--- src/rtl/merge.sv ---
// merge: re-interleaves the even-index and odd-index fragments of a
// 9-coefficient GF(2^16) polynomial back into one packed polynomial.
// One coefficient is written per cycle behind a start/done handshake.
// This block only moves data. It performs no arithmetic.
module merge #(
  parameter int DAT_W  = 144,
  parameter int COEF_W = 16,
  parameter int N_COEF = 9
) (
  input  logic             clk,
  input  logic             rst,
  input  logic             start,
  input  logic [0:DAT_W-1] first_fragment_in,
  input  logic [0:DAT_W-1] second_fragment_in,
  output logic             busy,
  output logic             merge_done,
  output logic [0:DAT_W-1] poly_out
);

  localparam int CNT_W = $clog2(N_COEF);

  typedef enum logic {
    S_IDLE = 1'b0,
    S_RUN  = 1'b1
  } state_t;

  state_t             r_state;
  state_t             w_state_nxt;
  logic [CNT_W-1:0]   r_cnt;
  logic [0:DAT_W-1]   r_first;
  logic [0:DAT_W-1]   r_second;
  logic [0:DAT_W-1]   r_poly;
  logic               r_done;

  logic               w_load;
  logic               w_write;
  logic               w_last;
  logic [CNT_W-1:0]   w_src_slot;
  logic [COEF_W-1:0]  w_coef;

  // Output slot cnt takes fragment slot cnt/2.
  // Even cnt reads the first fragment and odd cnt reads the second.
  assign w_src_slot = r_cnt >> 1;
  assign w_coef     = r_cnt[0] ? r_second[w_src_slot*COEF_W +: COEF_W]
                               : r_first[w_src_slot*COEF_W +: COEF_W];

  assign busy       = (r_state == S_RUN);
  assign merge_done = r_done;
  assign poly_out   = r_poly;

  // State register.
  always_ff @(posedge clk or posedge rst) begin
    // NOTE: sequential state uses non-blocking (<=) so every register
    // samples pre-edge values; blocking here would create order-dependent races.
    if (rst) r_state <= S_IDLE;
    else     r_state <= w_state_nxt;
  end

  // Next-state and datapath strobes: accept start only in IDLE, write one slot per RUN cycle.
  always_comb begin
    // NOTE: every output of this block gets a default first, so no path
    // leaves a signal unassigned and no latch is inferred.
    w_state_nxt = r_state;
    w_load      = 1'b0;
    w_write     = 1'b0;
    w_last      = 1'b0;
    case (r_state)
      S_IDLE: begin
        if (start) begin
          w_load      = 1'b1;
          w_state_nxt = S_RUN;
        end
      end
      S_RUN: begin
        w_write = 1'b1;
        if (r_cnt == CNT_W'(N_COEF - 1)) begin
          w_last      = 1'b1;
          w_state_nxt = S_IDLE;
        end
      end
      default: w_state_nxt = S_IDLE;
    endcase
  end

  // Datapath: capture fragments at start, then fill poly_out one slot per cycle.
  always_ff @(posedge clk or posedge rst) begin
    // NOTE: the wide holding registers are cleared on reset as well.
    // An aborted merge then leaves no stale fragment data behind.
    if (rst) begin
      r_first  <= '0;
      r_second <= '0;
      r_poly   <= '0;
      r_cnt    <= '0;
      r_done   <= 1'b0;
    end else begin
      r_done <= w_last;
      if (w_load) begin
        r_first  <= first_fragment_in;
        r_second <= second_fragment_in;
        r_poly   <= '0;
        r_cnt    <= '0;
      end else if (w_write) begin
        r_poly[r_cnt*COEF_W +: COEF_W] <= w_coef;
        r_cnt <= w_last ? '0 : r_cnt + 1'b1;
      end
    end
  end

endmodule

--- config.mk ---
export PLATFORM = sky130hd
export DESIGN_NAME = merge
export DESIGN_NICKNAME = d
export VERILOG_FILES = /design/src/rtl/merge.sv
export SDC_FILE = /design/constraint.sdc
export NUM_CORES = 1
export LEC_CHECK = 0
export CORE_AREA = 2 2 168 170
export CTS_CLUSTER_SIZE = 24
export DETAILED_ROUTE_END_ITERATION = 10
export DIE_AREA = 0 0 170 172
export PLACE_DENSITY_LB_ADDON = 0.15
export SLEW_MARGIN = 15
export SYNTH_ARGS = -nofsm -noshare
export SYNTH_HDL_FRONTEND = slang
export SYNTH_SLANG_ARGS = --single-unit
--- constraint.sdc ---
create_clock -name clk -period 19.5 [get_ports clk]
set_input_delay 1.95 -clock clk [delete_from_list [all_inputs] [get_ports clk]]
set_output_delay 1.95 -clock clk [all_outputs]
set_load 0.1 [all_outputs]
==> impl_metrics.csv, run 1 <==
group,metric,value,unit
route,post-route-drc-count,0,
global_route,grt_max_degree,181,
layout,nNetsFinal,1401,
pwr,p_comb_frac,0.517,
floorplan,dieHeight,172,um
setup_path,path_cells,"clkdlybuf4s50_1",
setup_path,r2r_cells,6,
placement,gp_congestion,0.772,
pwr,powerDensity,209,mW/mm^2
floorplan,coreArea,0.0275,mm^2
sta,clock.fmax,0.227,GHz
sta,rsz0062_at_grt,"no",
clock_network,holdBufCountCts,0,
setup_path,path_max_fanout,13,
setup_path,cp_num_buf_inv,1,
global_route,grt_pass1_wl,49.2,mm
logic_synthesis,synth_warnings,0,
layout,syn_to_final_growth,35.4,%
logic_synthesis,synth.top_cell.area_share,0.601,
logic_synthesis,avgSynthCellArea,14.9,um^2
placement,hpwlAfterDp,22.0,mm
run,drv_cap,0,
sta,tns,0,ps
route,vias_per_cell,5.49,
layout,stdcell_count,1478,
placement,port_buffers,292,
route,first_pass_iters,5,
sta,period_needed,4400,ps
clock_network,cts_buffers,31,
floorplan,row_count,61,
setup_path,crit_slowest_cell,"clkdlybuf4s50_1",
route,wl_per_cell,21.9,um
pwr,clkPwrFrac,0.189,
layout,drive_gt1_frac,0.236,
global_route,first_global_vias,8114,
logic_synthesis,synthesis.area,0.0122,mm^2
pwr,p_int,1.83,mW
pwr,p_sw_frac,0.471,
sta,period_share,0.226,
global_route,grtUsageTotal,0.219,
clock_network,htree_levels,1,
route,wl,32.4,mm
logic_synthesis,synth.distinct_cells,40,
logic_synthesis,synthTopCellsByArea,"dfrtp_1 60%, mux2_2 15%, a22o_1 9.9%",
sta,clock_skew,8.01,ps
route,drt_iter0_drc,542,
setup_path,crit_family,"buffers and inverters",
setup_path,criticalPathCategory,"flip-flop to output pin",
route,ant_nets,0,
pwr,power.switching,1.63,mW
sta,finalSetupViolCount,0,
floorplan,die_area,0.0292,mm^2
worst_hold_path,whs_path_depth,1,
floorplan,start_util,0.446,
clock_network,cts_setup_buffers,0,
placement,dp.cells,1417,
clock_network,clock_latency,550,ps
sta,worst_pin_slew,1150,ps
clock_network,cts_resized,0,
logic_synthesis,synth_most_common_cell,"dfrtp_1",
setup_path,critical_path_depth,1,
sta,max_slew_margin,0.236,
floorplan,die_w,170,um
pwr,pwr-share-seq,0.293,
route,num_vias,8117,
clock_network,cts.sinks,294,
logic_synthesis,synth_flop_cell,"dfrtp_1",
logic_synthesis,yosysTopAreaCell,"dfrtp_1",
status,status,"finished clean",
sta,hold_viol,0,
logic_synthesis,async_flop_share,1.00,
global_route,globalRoute.totalOverflow,0,
floorplan,ios,437,
setup_path,cp-start-kind,"flip-flop",
worst_hold_path,min_path_type,"flip-flop to flip-flop",
logic_synthesis,synth_edf_count,0,
logic_synthesis,synth_nets,1119,
global_route,antenna_found_initial,7,
setup_path,worstSetupEndpointType,"output pin",
logic_synthesis,postSynthCellCount,822,
layout,nFillCells,2203,
clock_network,clk_path_buf_depth,3,
setup_path,critPathMaxStageDelay,1270,ps
logic_synthesis,ys_seq_elements,294,
sta,slew_violations,0,
setup_path,critPathArrivalTime,2450,ps
pwr,ir_drop,80.3,uV
clock_network,clk_pin_slew,60,ps
pwr,total_leakage_power,7.21,nW
logic_synthesis,ys_seq_area_frac,0.601,
clock_network,root_buffer,"clkbuf_16",
logic_synthesis,synth.top_cells.by_count,"294 x dfrtp_1, 160 x mux2_2, 138 x a22o_1, 40 x mux2i_1, 33 x buf_2",
clock_network,cts_tree,"yes",
setup_path,worstPathRequired,17550,ps
-- state kept, by name, indices dropped and copies added, names as in the netlist --
register / flops
busy: 1
merge_done: 1
poly_out: 144
r_cnt: 4
r_first: 80
r_second: 64
-- worst paths after layout --
path | from | endpoint | slack, ps
min in group asynchronous | rst | poly_out[81]$_DFFE_PP0P_ | 1910
max in group asynchronous | rst | r_cnt[1]$_DFFE_PP0P_ | 16000
setup / recovery | busy$_DFF_PP0_ | busy | 15100
hold / removal | poly_out[140]$_DFFE_PP0P_ | poly_out[140]$_DFFE_PP0P_ | 490
hold reg to reg | poly_out[140]$_DFFE_PP0P_ | poly_out[140]$_DFFE_PP0P_ | 490
setup reg to reg | r_cnt[1]$_DFFE_PP0P_ | poly_out[121]$_DFFE_PP0P_ | 16320
-- cell usage in the layout (no fill, tap or decap), types with 2 or more instances in the layout --
| cell type | count |
|---|---|
| nand2b_1 | 2 |
| diode_2 | 4 |
| mux2i_1 | 40 |
| o22ai_1 | 8 |
| o21ai_0 | 3 |
| clkbuf_16 | 31 |
| clkinv_2 | 3 |
| nand2_1 | 8 |
| nor2_2 | 6 |
| o2bb2ai_1 | 16 |
| clkdlybuf4s50_1 | 292 |
| a211oi_4 | 8 |
| a21oi_2 | 2 |
| buf_4 | 13 |
| a211oi_2 | 2 |
| ha_1 | 6 |
| dfrtp_1 | 293 |
| clkinvlp_4 | 5 |
| nand3_1 | 3 |
| nor2_1 | 22 |
| a21oi_1 | 4 |
| a211oi_1 | 6 |
| inv_2 | 2 |
| and3_4 | 2 |
| bufinv_16 | 7 |
| a221oi_4 | 8 |
| and2_1 | 3 |
| inv_1 | 2 |
| nor2b_1 | 6 |
| clkbuf_1 | 3 |
| clkbuf_8 | 8 |
| mux2_2 | 160 |
| a22o_1 | 138 |
-- cells by family (layout without fill, tap and decap cells) --
logic type,count (synthesis),after routing,share of synthesized area
AND/OR/NAND/NOR,60,60,0.0264
other,0,4,0
adder cells (fa/ha/maj),6,6,0.00613
flip-flops,294,294,0.601
multiplexers,200,200,0.180
buffers and inverters,63,369,0.0304
AO/OA/AOI/OAI,198,198,0.156
XOR/XNOR,1,1,0.000715
-- routing by layer --
metal	wire, um	GRT usage
met1	14700	0.316
met2	14900	0.342
met3	2230	0.0497
met4	485	0.0476
met5	12	0
-- through the flow --
step           setup WS (ps)  instance area (um^2)  total power, mW   util  hold WS (ps)
2_1_floorplan           9430                 12200             2.35      -           472
3_3_place_gp           15090                 15400             2.80  0.560           472
3_5_place_dp           15070                 15400             2.82  0.560           476
4_1_cts                15070                 16600             3.48  0.603           493
5_1_grt                15010                 16600             3.61  0.603           501
6_report               15100                 16600             3.46  0.603           490
-- power groups by stage --
stage          logic (mW)  clock network (mW)  registers [mW]
2_1_floorplan       0.689                   0            1.66
3_3_place_gp         1.78                   0            1.02
3_5_place_dp         1.80                   0            1.02
4_1_cts              1.80               0.668            1.01
5_1_grt              1.87               0.698            1.05
6_report             1.79               0.656            1.02
-- final cells by class --
type	count	area, um^2	area share
Multi-Input combinational cell	465	4540	0.274
Timing Repair Buffer	306	3040	0.183
Inverter	6	31.3	0.00189
Clock buffer	42	897	0.0541
Clock inverter	15	267	0.0161
Tap cell	346	433	0.0261
Sequential cell	294	7360	0.444
Antenna cell	4	10.0	0.000604
No activity file was read; power rests on OpenSTA's default activity.
==> inputs of run 2 (changes only) <==
--- a/config.mk
+++ b/config.mk
@@ -5,10 +5,9 @@
 export SDC_FILE = /design/constraint.sdc
 export NUM_CORES = 1
 export LEC_CHECK = 0
-export CORE_AREA = 2 2 168 170
+export CORE_UTILIZATION = 40
 export CTS_CLUSTER_SIZE = 24
 export DETAILED_ROUTE_END_ITERATION = 10
-export DIE_AREA = 0 0 170 172
 export PLACE_DENSITY_LB_ADDON = 0.15
 export SLEW_MARGIN = 15
 export SYNTH_ARGS = -nofsm -noshare
==> constraint.sdc (replaced) <==
create_clock -name clk -period 3.95 [get_ports clk]
set_input_delay 0.395 -clock clk [delete_from_list [all_inputs] [get_ports clk]]
set_output_delay 0.395 -clock clk [all_outputs]
set_load 0.1 [all_outputs]
==> run 2 against run 1 <==
Critical path type unchanged. Hold slack worse by 120 ps. Non-clock buffer count is 11 higher. Largest cell class unchanged. Cell area hardly changed. Highest routed layer unchanged. Clock skew is 7.9 ps higher.
==> impl_metrics.csv, run 2 (synthesis results as in run 1) <==
group,metric,value,unit
route,maxUsedRoutingLayer,"met5",
layout,final_cell_mix,"293 x dfrtp_1, 292 x clkdlybuf4s50_1, 160 x mux2_2, 138 x a22o_1, 40 x mux2i_1",
setup_path,worstPathRequired,3560,ps
layout,stdcell_count,1534,
status,status,"finished clean",
sta,tns,0,ps
pwr,ir_drop,368,uV
sta,clock.fmax,0.353,GHz
sta,fin_hold_ws,368,ps
clock_network,clock_latency,560,ps
route,num_vias,8110,
global_route,globalRoute.totalOverflow,0,
pwr,total_leakage_power,7.22,nW
floorplan,row_count,63,
pwr,powerDensity,1020,mW/mm^2
floorplan,start_util,0.410,
floorplan,ios,437,
floorplan,die_area,0.0313,mm^2
route,met1Wirelength,14.6,mm
global_route,grtUsageTotal,0.213,
sta,clock_skew,15.9,ps
worst_hold_path,min_path_type,"input pin to async pin",
clock_network,root_buffer,"clkbuf_16",
setup_path,criticalPathCategory,"flip-flop to output pin",
route,wl_met3,1.98,mm
global_route,antenna_found_initial,5,
setup_path,crit_slowest_cell,"clkdlybuf4s50_1",
setup_path,cp_num_buf_inv,1,
placement,hpwlAfterDp,23.4,mm
clock_network,cts_setup_buffers,0,
sta,max_slew_margin,0.279,
layout,nNetsFinal,1412,
placement,port_buffers,292,
clock_network,cts_resized,0,
route,wl_per_cell,21.4,um
setup_path,path_max_fanout,13,
layout,largest_register_ffs,144,
placement,gp_congestion,0.765,
setup_path,critPathMaxStageDelay,1250,ps
clock_network,holdBufCountCts,0,
clock_network,cts_tree,"yes",
global_route,first_global_vias,8200,
clock_network,cts.sinks,294,
route,first_pass_iters,4,
route,vias_per_cell,5.29,
floorplan,dieHeight,177,um
sta,hold_viol,0,
clock_network,cts_buffers,31,
clock_network,htree_levels,1,
setup_path,path_cells,"clkdlybuf4s50_1",
global_route,grt_max_degree,79,
setup_path,worstSetupEndpointType,"output pin",
setup_path,crit_family,"buffers and inverters",
layout,syn_to_final_growth,35.3,%
global_route,grt_pass1_wl,50.9,mm
setup_path,critPathArrivalTime,2440,ps
run,drv_cap,0,
setup_path,cp-start-kind,"flip-flop",
sta,period_share,0.717,
route,post-route-drc-count,0,
floorplan,die_w,177,um
sta,rsz0062_at_grt,"no",
route,ant_nets,0,
layout,drive_gt1_frac,0.238,
floorplan,coreArea,0.0299,mm^2
sta,period_needed,2830,ps
clock_network,clk_path_buf_depth,3,
sta,worst_pin_slew,1080,ps
clock_network,clk_pin_slew,60,ps
sta,finalSetupViolCount,0,
sta,slew_violations,0,
route,wl,32.9,mm
layout,final_common_cell,"dfrtp_1",
placement,dp.cells,1472,
route,drt_iter0_drc,562,
route,wl_met2,15.6,mm
run 2: cell count changes in the layout (fill, tap and decap cells not counted), moves of 4 or more:
| cell | before | now |
|---|---|---|
| clkinv_2 | 3 | 13 |
| bufinv_16 | 7 | 0 |
| buf_4 | 13 | 19 |
| buf_12 | 1 | 6 |
| clkbuf_1 | 3 | 7 |
| clkinvlp_4 | 5 | 1 |
run 2: layout make-up:
cell class | count | area, um^2
multi-input combinational | 465 | 4530
timing repair buffer | 317 | 3190
antenna | 4 | 10.0
fill | 2502 | 13300
clock inverter | 13 | 68.8
inverter | 6 | 27.5
tap | 390 | 488
sequential | 294 | 7360
clock buffer | 45 | 898
run 2: final timing paths:
path | slack (ps) | startpoint | endpoint | depth (start not counted)
min in group clk | 440 | first_fragment_in[8] | r_first[8]$_DFFE_PP0P_ | 2
max in group asynchronous | 2720 | rst | r_second[50]$_DFFE_PP0P_ | 3
worst min-delay path | 370 | rst | poly_out[81]$_DFFE_PP0P_ | 2
worst max register to register | 1410 | r_cnt[1]$_DFFE_PP0P_ | poly_out[133]$_DFFE_PP0P_ | 6
worst min register to register | 480 | poly_out[134]$_DFFE_PP0P_ | poly_out[134]$_DFFE_PP0P_ | 1
worst max-delay path | 1120 | busy$_DFF_PP0_ | busy | 1
run 2: per-layer routing:
layer,up-vias,track usage
met1,4129,0.303
met4,2,0.0474
li1,3691,-
met5,-,0
met2,248,0.337
met3,40,0.0410
run 2: metrics by stage:
stage / cell area (um^2) / power [mW] / worst slack (ps) / util
floorplan: 12300 / 11.6 / -348 / -
global placement: 15600 / 14.1 / 1350 / 0.522
CTS: 16600 / 17.1 / 1090 / 0.554
detailed placement: 15600 / 14.3 / 1370 / 0.522
finish: 16600 / 16.9 / 1120 / 0.555
global route: 16600 / 17.7 / 1030 / 0.555
run 2: power breakdown:
group	internal, mW	switching (mW)	leakage (nW)
registers	4.25	0.792	3.79
logic	2.84	6.27	2.93
clock network	1.57	1.17	0.492
